==> config.mk <==
export PLATFORM = sky130hd
export DESIGN_NAME = tiger_ckpt_ctrl
export DESIGN_NICKNAME = d
export VERILOG_FILES = /design/src/rtl/tiger_ckpt_ctrl.sv
export SDC_FILE = /design/constraint.sdc
export NUM_CORES = 1
export LEC_CHECK = 0
export ABC_AREA = 1
export BUFFER_PORTS_ARGS = -buffer_cell sky130_fd_sc_hd__buf_2
export CAP_MARGIN = 20
export CORE_UTILIZATION = 58
export CTS_CLUSTER_SIZE = 30
export DETAILED_ROUTE_END_ITERATION = 10
export PLACE_DENSITY = 0.9
export SYNTH_ARGS = -nofsm -noshare
export SYNTH_HDL_FRONTEND = slang
export SYNTH_SLANG_ARGS = --single-unit
==> constraint.sdc <==
create_clock -name clk -period 2.4 [get_ports clk]
set_input_delay 0.36 -clock clk [delete_from_list [all_inputs] [get_ports clk]]
set_output_delay 0.36 -clock clk [all_outputs]
set_load 0.02 [all_outputs]
==> src/rtl/tiger_ckpt_ctrl.sv <==
// Checkpoint/rollback sequencer for the Tiger MIPS core on intermittent power.
// Saves and restores the register file through an NV store, triggered periodically or by a supply warning.
module tiger_ckpt_ctrl #(
  parameter int NUM_REGS     = 32,
  parameter int PERIOD_W     = 16,
  parameter int DRAIN_CYCLES = 4,
  localparam int IDX_W       = $clog2(NUM_REGS)
) (
  input  logic                clk,
  input  logic                reset,
  input  logic [PERIOD_W-1:0] interval,
  input  logic                powerWarn,
  input  logic                powerGood,
  input  logic                nvValid,
  input  logic                iStall,
  input  logic                dStall,
  input  logic                nvAck,
  output logic                checkpoint,
  output logic                checkpointing,
  output logic                zstall,
  output logic                checkpointdone,
  output logic                poweroff,
  output logic [1:0]          poweron,
  output logic                nvWrite,
  output logic                nvRead,
  output logic [IDX_W-1:0]    regIdx,
  output logic                nvCommit,
  output logic                busy
);

  localparam int DRAIN_W = (DRAIN_CYCLES > 1) ? $clog2(DRAIN_CYCLES) : 1;

  typedef enum logic [2:0] {
    S_IDLE,
    S_DRAIN,
    S_SAVE,
    S_COMMIT,
    S_OFF,
    S_RESTORE,
    S_RESUME
  } state_t;

  typedef struct packed {
    logic       checkpoint;
    logic       checkpointing;
    logic       zstall;
    logic       checkpointdone;
    logic       poweroff;
    logic [1:0] poweron;
    logic       nv_write;
    logic       nv_read;
    logic       nv_commit;
    logic       busy;
  } ctrl_t;

  state_t              state;
  state_t              state_nxt;
  ctrl_t               ctrl;
  logic [PERIOD_W-1:0] int_cnt;
  logic [DRAIN_W-1:0]  drain_cnt;
  logic [IDX_W-1:0]    reg_idx;
  logic                warn_latched;

  logic period_hit;
  logic stall;
  logic drain_last;
  logic idx_last;

  assign period_hit = (interval != '0) && (int_cnt == interval - PERIOD_W'(1));
  assign stall      = iStall | dStall;
  assign drain_last = (drain_cnt == DRAIN_W'(DRAIN_CYCLES - 1));
  assign idx_last   = (reg_idx == IDX_W'(NUM_REGS - 1));

  function automatic ctrl_t decode(state_t s);
    ctrl_t c;
    c      = '0;
    c.busy = (s != S_IDLE);
    unique case (s)
      S_DRAIN:   begin c.checkpoint = 1'b1; c.zstall = 1'b1; end
      S_SAVE:    begin
        c.checkpoint    = 1'b1;
        c.checkpointing = 1'b1;
        c.zstall        = 1'b1;
        c.nv_write      = 1'b1;
      end
      S_COMMIT:  begin
        c.checkpoint     = 1'b1;
        c.zstall         = 1'b1;
        c.checkpointdone = 1'b1;
        c.nv_commit      = 1'b1;
      end
      S_OFF:     begin c.poweroff = 1'b1; c.zstall = 1'b1; end
      S_RESTORE: begin c.poweron = 2'b01; c.zstall = 1'b1; c.nv_read = 1'b1; end
      S_RESUME:  c.poweron = 2'b10;
      default:   ;
    endcase
    return c;
  endfunction

  // NOTE: state_nxt gets a default before the case so no latch is inferred on unlisted paths.
  always_comb begin
    state_nxt = state;
    unique case (state)
      S_IDLE:    if (powerWarn || period_hit) state_nxt = S_DRAIN;
      S_DRAIN:   if (!stall && drain_last) state_nxt = S_SAVE;
      S_SAVE:    if (nvAck && idx_last) state_nxt = S_COMMIT;
      S_COMMIT:  state_nxt = warn_latched ? S_OFF : S_IDLE;
      S_OFF:     if (powerGood && !powerWarn) state_nxt = nvValid ? S_RESTORE : S_RESUME;
      S_RESTORE: begin
        if (powerWarn)                 state_nxt = S_OFF;
        else if (nvAck && idx_last)    state_nxt = S_RESUME;
      end
      S_RESUME:  state_nxt = S_IDLE;
      default:   state_nxt = S_IDLE;
    endcase
  end

  // Outputs are registered from the next state, so they always equal the decode of the current state.
  // NOTE: all state here uses non-blocking assignments so every register samples pre-edge values.
  always_ff @(posedge clk or posedge reset) begin
    if (reset) begin
      state        <= S_IDLE;
      ctrl         <= '0;
      int_cnt      <= '0;
      drain_cnt    <= '0;
      reg_idx      <= '0;
      warn_latched <= 1'b0;
    end else begin
      state <= state_nxt;
      ctrl  <= decode(state_nxt);
      unique case (state)
        S_IDLE: begin
          drain_cnt <= '0;
          if (powerWarn)       warn_latched <= 1'b1;
          else if (period_hit) int_cnt      <= '0;
          else                 int_cnt      <= int_cnt + PERIOD_W'(1);
        end
        S_DRAIN: begin
          if (powerWarn) warn_latched <= 1'b1;
          if (stall || drain_last) drain_cnt <= '0;
          else                     drain_cnt <= drain_cnt + DRAIN_W'(1);
          if (!stall && drain_last) reg_idx <= '0;
        end
        S_SAVE: begin
          if (powerWarn) warn_latched <= 1'b1;
          if (nvAck)     reg_idx      <= idx_last ? '0 : reg_idx + IDX_W'(1);
        end
        S_COMMIT: int_cnt <= '0;
        S_OFF: begin
          if (state_nxt != S_OFF) begin
            warn_latched <= 1'b0;
            reg_idx      <= '0;
          end
        end
        S_RESTORE: begin
          // An aborted restore leaves the committed NV image as it was; only the index is dropped.
          if (powerWarn)  reg_idx <= '0;
          else if (nvAck) reg_idx <= idx_last ? '0 : reg_idx + IDX_W'(1);
        end
        S_RESUME: int_cnt <= '0;
        default:  ;
      endcase
    end
  end

  assign checkpoint     = ctrl.checkpoint;
  assign checkpointing  = ctrl.checkpointing;
  assign zstall         = ctrl.zstall;
  assign checkpointdone = ctrl.checkpointdone;
  assign poweroff       = ctrl.poweroff;
  assign poweron        = ctrl.poweron;
  assign nvWrite        = ctrl.nv_write;
  assign nvRead         = ctrl.nv_read;
  assign nvCommit       = ctrl.nv_commit;
  assign busy           = ctrl.busy;
  assign regIdx         = reg_idx;

endmodule

After elaboration in Yosys (flattened, before gate mapping)
Cells that the tools add are included.
W data, S select, Z words.

cells by class
  $add $sub $neg = 4
  equal/unequal tests = 20
  mux-type cells = 30
  bitwise logic cells = 1
  reduce and logical (&&, ||, !) cells = 22

operators with widths
  operator                 count
  $mux W16                 2
  $pmux W16 S2             1
  $mux W5                  5
  $mux W3                  7
  $pmux W5 S4              1
  $eq A3 B3 Y1 const B     6
  $pmux W3 S6              1
  $add A16 B1 Y16 const B  1
  $eq A16 B16 Y1           1
  $reduce_bool A16 Y1      1
  $sub A16 B1 Y16 const B  1
  $eq A3 B2 Y1 const B     4
  $mux W1                  8
  $pmux W2 S2              2
  $eq A3 B1 Y1 const B     2
  $ne A2 B2 Y1 const B     3
  $reduce_and A3 Y1        2
  $reduce_bool A2 Y1       3
  $reduce_or A3 Y1         2
  $add A5 B1 Y5 const B    1
  $eq A5 B5 Y1 const B     1
  $reduce_or A5 Y1         1
  $logic_and A1 B1 Y1      4
  $mux W2                  2
  13 further kinds         15

storage, ports and cells
  register bits after elaboration = 36
  input bits = 24
  output and inout port bits = 16
  word-level logic and storage cells = 90

Logic depth before layout (Yosys ltp)
  word-level depth = 9
  gate-level depth with buffers = 17
  mapped depth without buffers = 17

Least setup slack after synthesis
No wires, ideal clock.

  path kind = register to register
  start = register reg_idx[0], in the netlist regIdx[0]
  end = register reg_idx[0], in the netlist regIdx[0]
  data arrival time = 2.028 ns
  data required time = 2.334 ns
  path slack = 0.306 ns
  cell stages (with the launch flop) = 13
  buffers on the path = 0
  cell sequence = dfrtp_1 -> ha_1 -> and3_1 -> ha_1 -> nand2_1 -> nor2_1 -> nor3_2 -> inv_2 -> nor2_2 -> nand4_2 -> nand2_2 -> nand2_1 -> nand2_1

on the way
  longest elaborated chain between the ends = 8
  elaborated cells between the ends (all ways) = 14
  classes of those cells = add/sub: 1; eq/ne: 3; mux: 8; reduce/logical: 2

RTL lines
  what                           line      source
  from (decl)                    61        logic [IDX_W-1:0] reg_idx;
  from (signal assigned)         146       if (nvAck) reg_idx <= idx_last ? '0 : reg_idx + IDX_W'(1);
  from (signal assigned)         158       else if (nvAck) reg_idx <= idx_last ? '0 : reg_idx + IDX_W'(1);
  $eq A5 B5 Y1 *                 72        assign idx_last = (reg_idx == IDX_W'(NUM_REGS - 1));
  $logic_and A1 B1 Y1 *          106, 111
  $mux W3                        111       else if (nvAck && idx_last) state_nxt = S_RESUME;
  $mux W3                        110       if (powerWarn) state_nxt = S_OFF;
  $pmux W3 S6 *                  103       unique case (state)
  net state_nxt[1]               57        state_t state_nxt;
  $ne A3 B3 Y1 *                 150       if (state_nxt != S_OFF) begin
  $ne A2 B2 Y1 (no line) *       --
  $reduce_and A3 Y1 (no line) *  --

Mark *: on every way through the listed nets, which the timed path passes. The rest lies on a longest branch.
A chain may end at the register's enable or synchronous reset.

Worst setup path in the final report
  start = register reg_idx[0], in the netlist regIdx[0]
  end = register reg_idx[1], in the netlist regIdx[1]

on the way
  longest elaborated chain between the ends = 8
  elaborated cells between the ends (all ways) = 14
  classes of those cells = add/sub: 1; eq/ne: 3; mux: 8; reduce/logical: 2

RTL lines
  what                         line
  $eq A5 B5 Y1                 72
  $logic_and A1 B1 Y1          106, 111
  $mux W3                      111
  $mux W3                      110
  $pmux W3 S6                  103
  $ne A3 B3 Y1                 150
  $ne A2 B2 Y1 (no line)       --
  $reduce_and A3 Y1 (no line)  --

Parallel ways exist; a longest one is shown, timed or not.

==> flow_summary.yaml <==
outcome:
  outcome: "finished clean"
sta:
  hold_viol_final: 0
  worstMarginPinSlew_ns: 0.9438
  rsz0062_at_grt: "false"
  timing.slew.headroom_pct: 37.07
  tns_ns: 0
  maxSlewViolCount: 0
  fmax_mhz: 453.4
  fin_crit_sh_pct: 91.89
  setup_viol: 0
  skew_ns: 0.002773
  fin_crit_ns: 2.205
die:
  die-area_sq_mm: 0.004921
  io_pins: 40
  die_h_microns: 70.15
  rows: 24
  fp.dieW_microns: 70.15
  initial_core_util_pct: 61.03
  core_region_area_sq_mm: 0.004414
cts:
  postCtsSetupBuffers: 0
  cts_buffer_depth: 2
  ctsHoldBuffers: 0
  cts_buffers: 5
  cts_sinks: 35
  path_clk_slew_ns: 0.07
  clock_latency_ns: 0.29
  htreeDepth: 2
  ctsResizeCount: 0
  cts_tree: "done"
  cts_root_buf: "clkbuf_8"
worst_setup_path:
  critPathMaxFanout: 6
  cp_data_required_time_ns: 2.63
  ff2ff_path_depth: 10
  crit_type: "reg2reg"
  worstPathArrival_ns: 2.43
  rrSetupSlack_ns: 0.19
  cp-start-kind: "flop"
  end_kind: "flop"
logic_synthesis:
  synth_area_sq_mm: 0.002694
  synth_edf_count: 0
  avgSynthCellArea_sq_um: 7.184
  synthArstFlopShare_pct: 100.0
  synthCells: 375
  post-synth-top-area-cell: "dfrtp_1"
  yosysWarnings: 0
  syn_nets: 404
  synthTopCellsByCount: "101 x nand2_1, 56 x inv_1, 35 x dfrtp_1"
  ys_ff_latch: 35
  ys_seq_area_share_pct: 32.51
  netlist_top_cells_area: "dfrtp_1 33%, nand2_1 14%, inv_1 7.8%, nand3_1 5.0%, xor2_1 4.9%"
  ys.flop_type: "dfrtp_1"
  yosysMostFrequentCell: "nand2_1"
  synth_cell_type_count: 41
  synth_top_area_share_pct: 32.51
global_routing:
  grt-ovfl-total: 0
  first_global_vias: 2305
  grt_start_max_net_pins: 36
  grt.total_usage_pct: 24.13
  antenna_found_initial: 0
  grt_pass1_wl_mm: 9.625
final_layout:
  diodes: 0
  drive_gt1_share_pct: 22.30
  layout.nets: 445
  syn_to_final_growth_pct: 12.45
  fillers: 394
place:
  gp_congestion: 0.8177
  dp_hpwl_mm: 4.292
  port_buffers: 39
pwr:
  peakVddDrop_mv: 0.5029
  power_density_mw_per_mm2: 751.7
  leakagePower_nw: 1.581
  p_total_mw: 2.277
drt:
  first_pass_iters: 4
  first_iter_violations: 92
  vias_per_cell: 5.273
  vias: 2473
  wirelength_mm: 5.416
  avgRoutedWirePerCell_microns: 11.55
  final_antenna_net_count: 0
  drc: 0
min_path:
  worstHoldPathType: "in2async"
flow_run:
  max_cap_viol_count: 0
worst paths after layout:
| path | end | start |
|---|---|---|
| setup / recovery | regIdx[1]$_DFFE_PP0P_ | regIdx[0]$_DFFE_PP0P_ |
| hold / removal | int_cnt[1]$_DFFE_PP0P_ | reset |
| setup reg to reg | regIdx[1]$_DFFE_PP0P_ | regIdx[0]$_DFFE_PP0P_ |
| hold reg to reg | drain_cnt[0]$_DFFE_PP0P_ | drain_cnt[0]$_DFFE_PP0P_ |
| max in group asynchronous | int_cnt[13]$_DFFE_PP0P_ | reset |
| min in group clk | poweron[1]$_DFF_PP0_ | nvValid |
state kept, by name (all words and copies together) (netlist names):
name and flops:
checkpoint 1, nvCommit 1, int_cnt 16, warn_latched 1, state 3, poweroff 1, poweron 1, zstall 1
nvRead 1, nvWrite 1, drain_cnt 2, regIdx 5, busy 1
routing by layer:
layer,part of all wire (%),track usage (%),up-vias
met5,0,0,-
met4,1.4,7.556,0
met3,4.6,3.752,9
met2,50,43.38,68
met1,44,29.51,1124
li1,-,-,1272
report_power, final:
part | switching [mW] | leakage (nW) | internal (mW)
clock | 0.212 | 0.0612 | 0.336
sequential | 0.121 | 0.465 | 0.714
combinational | 0.582 | 1.06 | 0.313
total | 0.914 | 1.58 | 1.36
cell type report:
type	count	area (sq um)	area share (%)
clock buffer	6	82.58	2.726
clock inverter	2	35.03	1.157
inverter	58	217.7	7.187
multi-input combinational	275	1543	50.93
sequential	35	875.8	28.91
tap	52	65.06	2.148
timing repair buffer	41	210.2	6.939
placed cells by master (no fill, tap or decap), types with 2 or more instances in the layout:
cell type	n
o211ai_1	2
o22ai_2	10
xnor2_1	4
nor3_1	7
dfrtp_1	35
o21ai_1	2
nand4_1	5
buf_2	39
inv_1	56
nor2_4	4
a21oi_1	7
nand2_2	9
ha_1	5
clkbuf_8	6
buf_4	2
nand2_1	101
o22ai_1	4
nand3_2	2
o21bai_1	2
nor2_1	33
nand3_1	27
xor2_1	15
nand4_2	2
o21ai_0	12
nor2_2	9
metrics by stage:
stage	hold slack, ns	instance area (sq um)	worst slack, ns	utilization (%)	std cells
after floorplan	0.4461	2694	0.3060	-	375
after global placement	0.4607	2904	0.2169	65.79	460
after detailed placement	0.4690	2904	0.1777	65.79	460
after CTS	0.1661	3022	0.1526	68.45	468
after global routing	0.2159	3029	0.02647	68.62	469
final	0.1525	3029	0.1946	68.62	469
logic make-up (layout without fill, tap and decap cells):
logic type / count (synthesis) / in the layout / share of synthesized area (%)
flops: 35 / 35 / 32.51
buf+inv: 65 / 107 / 10.22
xor+xnor: 19 / 19 / 6.177
compound gates: 41 / 41 / 11.33
fa+ha+maj: 5 / 5 / 2.322
simple gates: 209 / 209 / 37.06
mux: 1 / 1 / 0.3716
worst max-delay path, stage by stage (launching register included):
cell and delay [ns]:
dfrtp_1 0.44, ha_1 0.24, and3_1 0.18, ha_1 0.19
nand2_1 0.17, nor2_1 0.10, nor4_2 0.43, nand4_2 0.15
nand2_2 0.13, nand2_1 0.06, nand2_1 0.06
(Power assumes the default switching activity.)
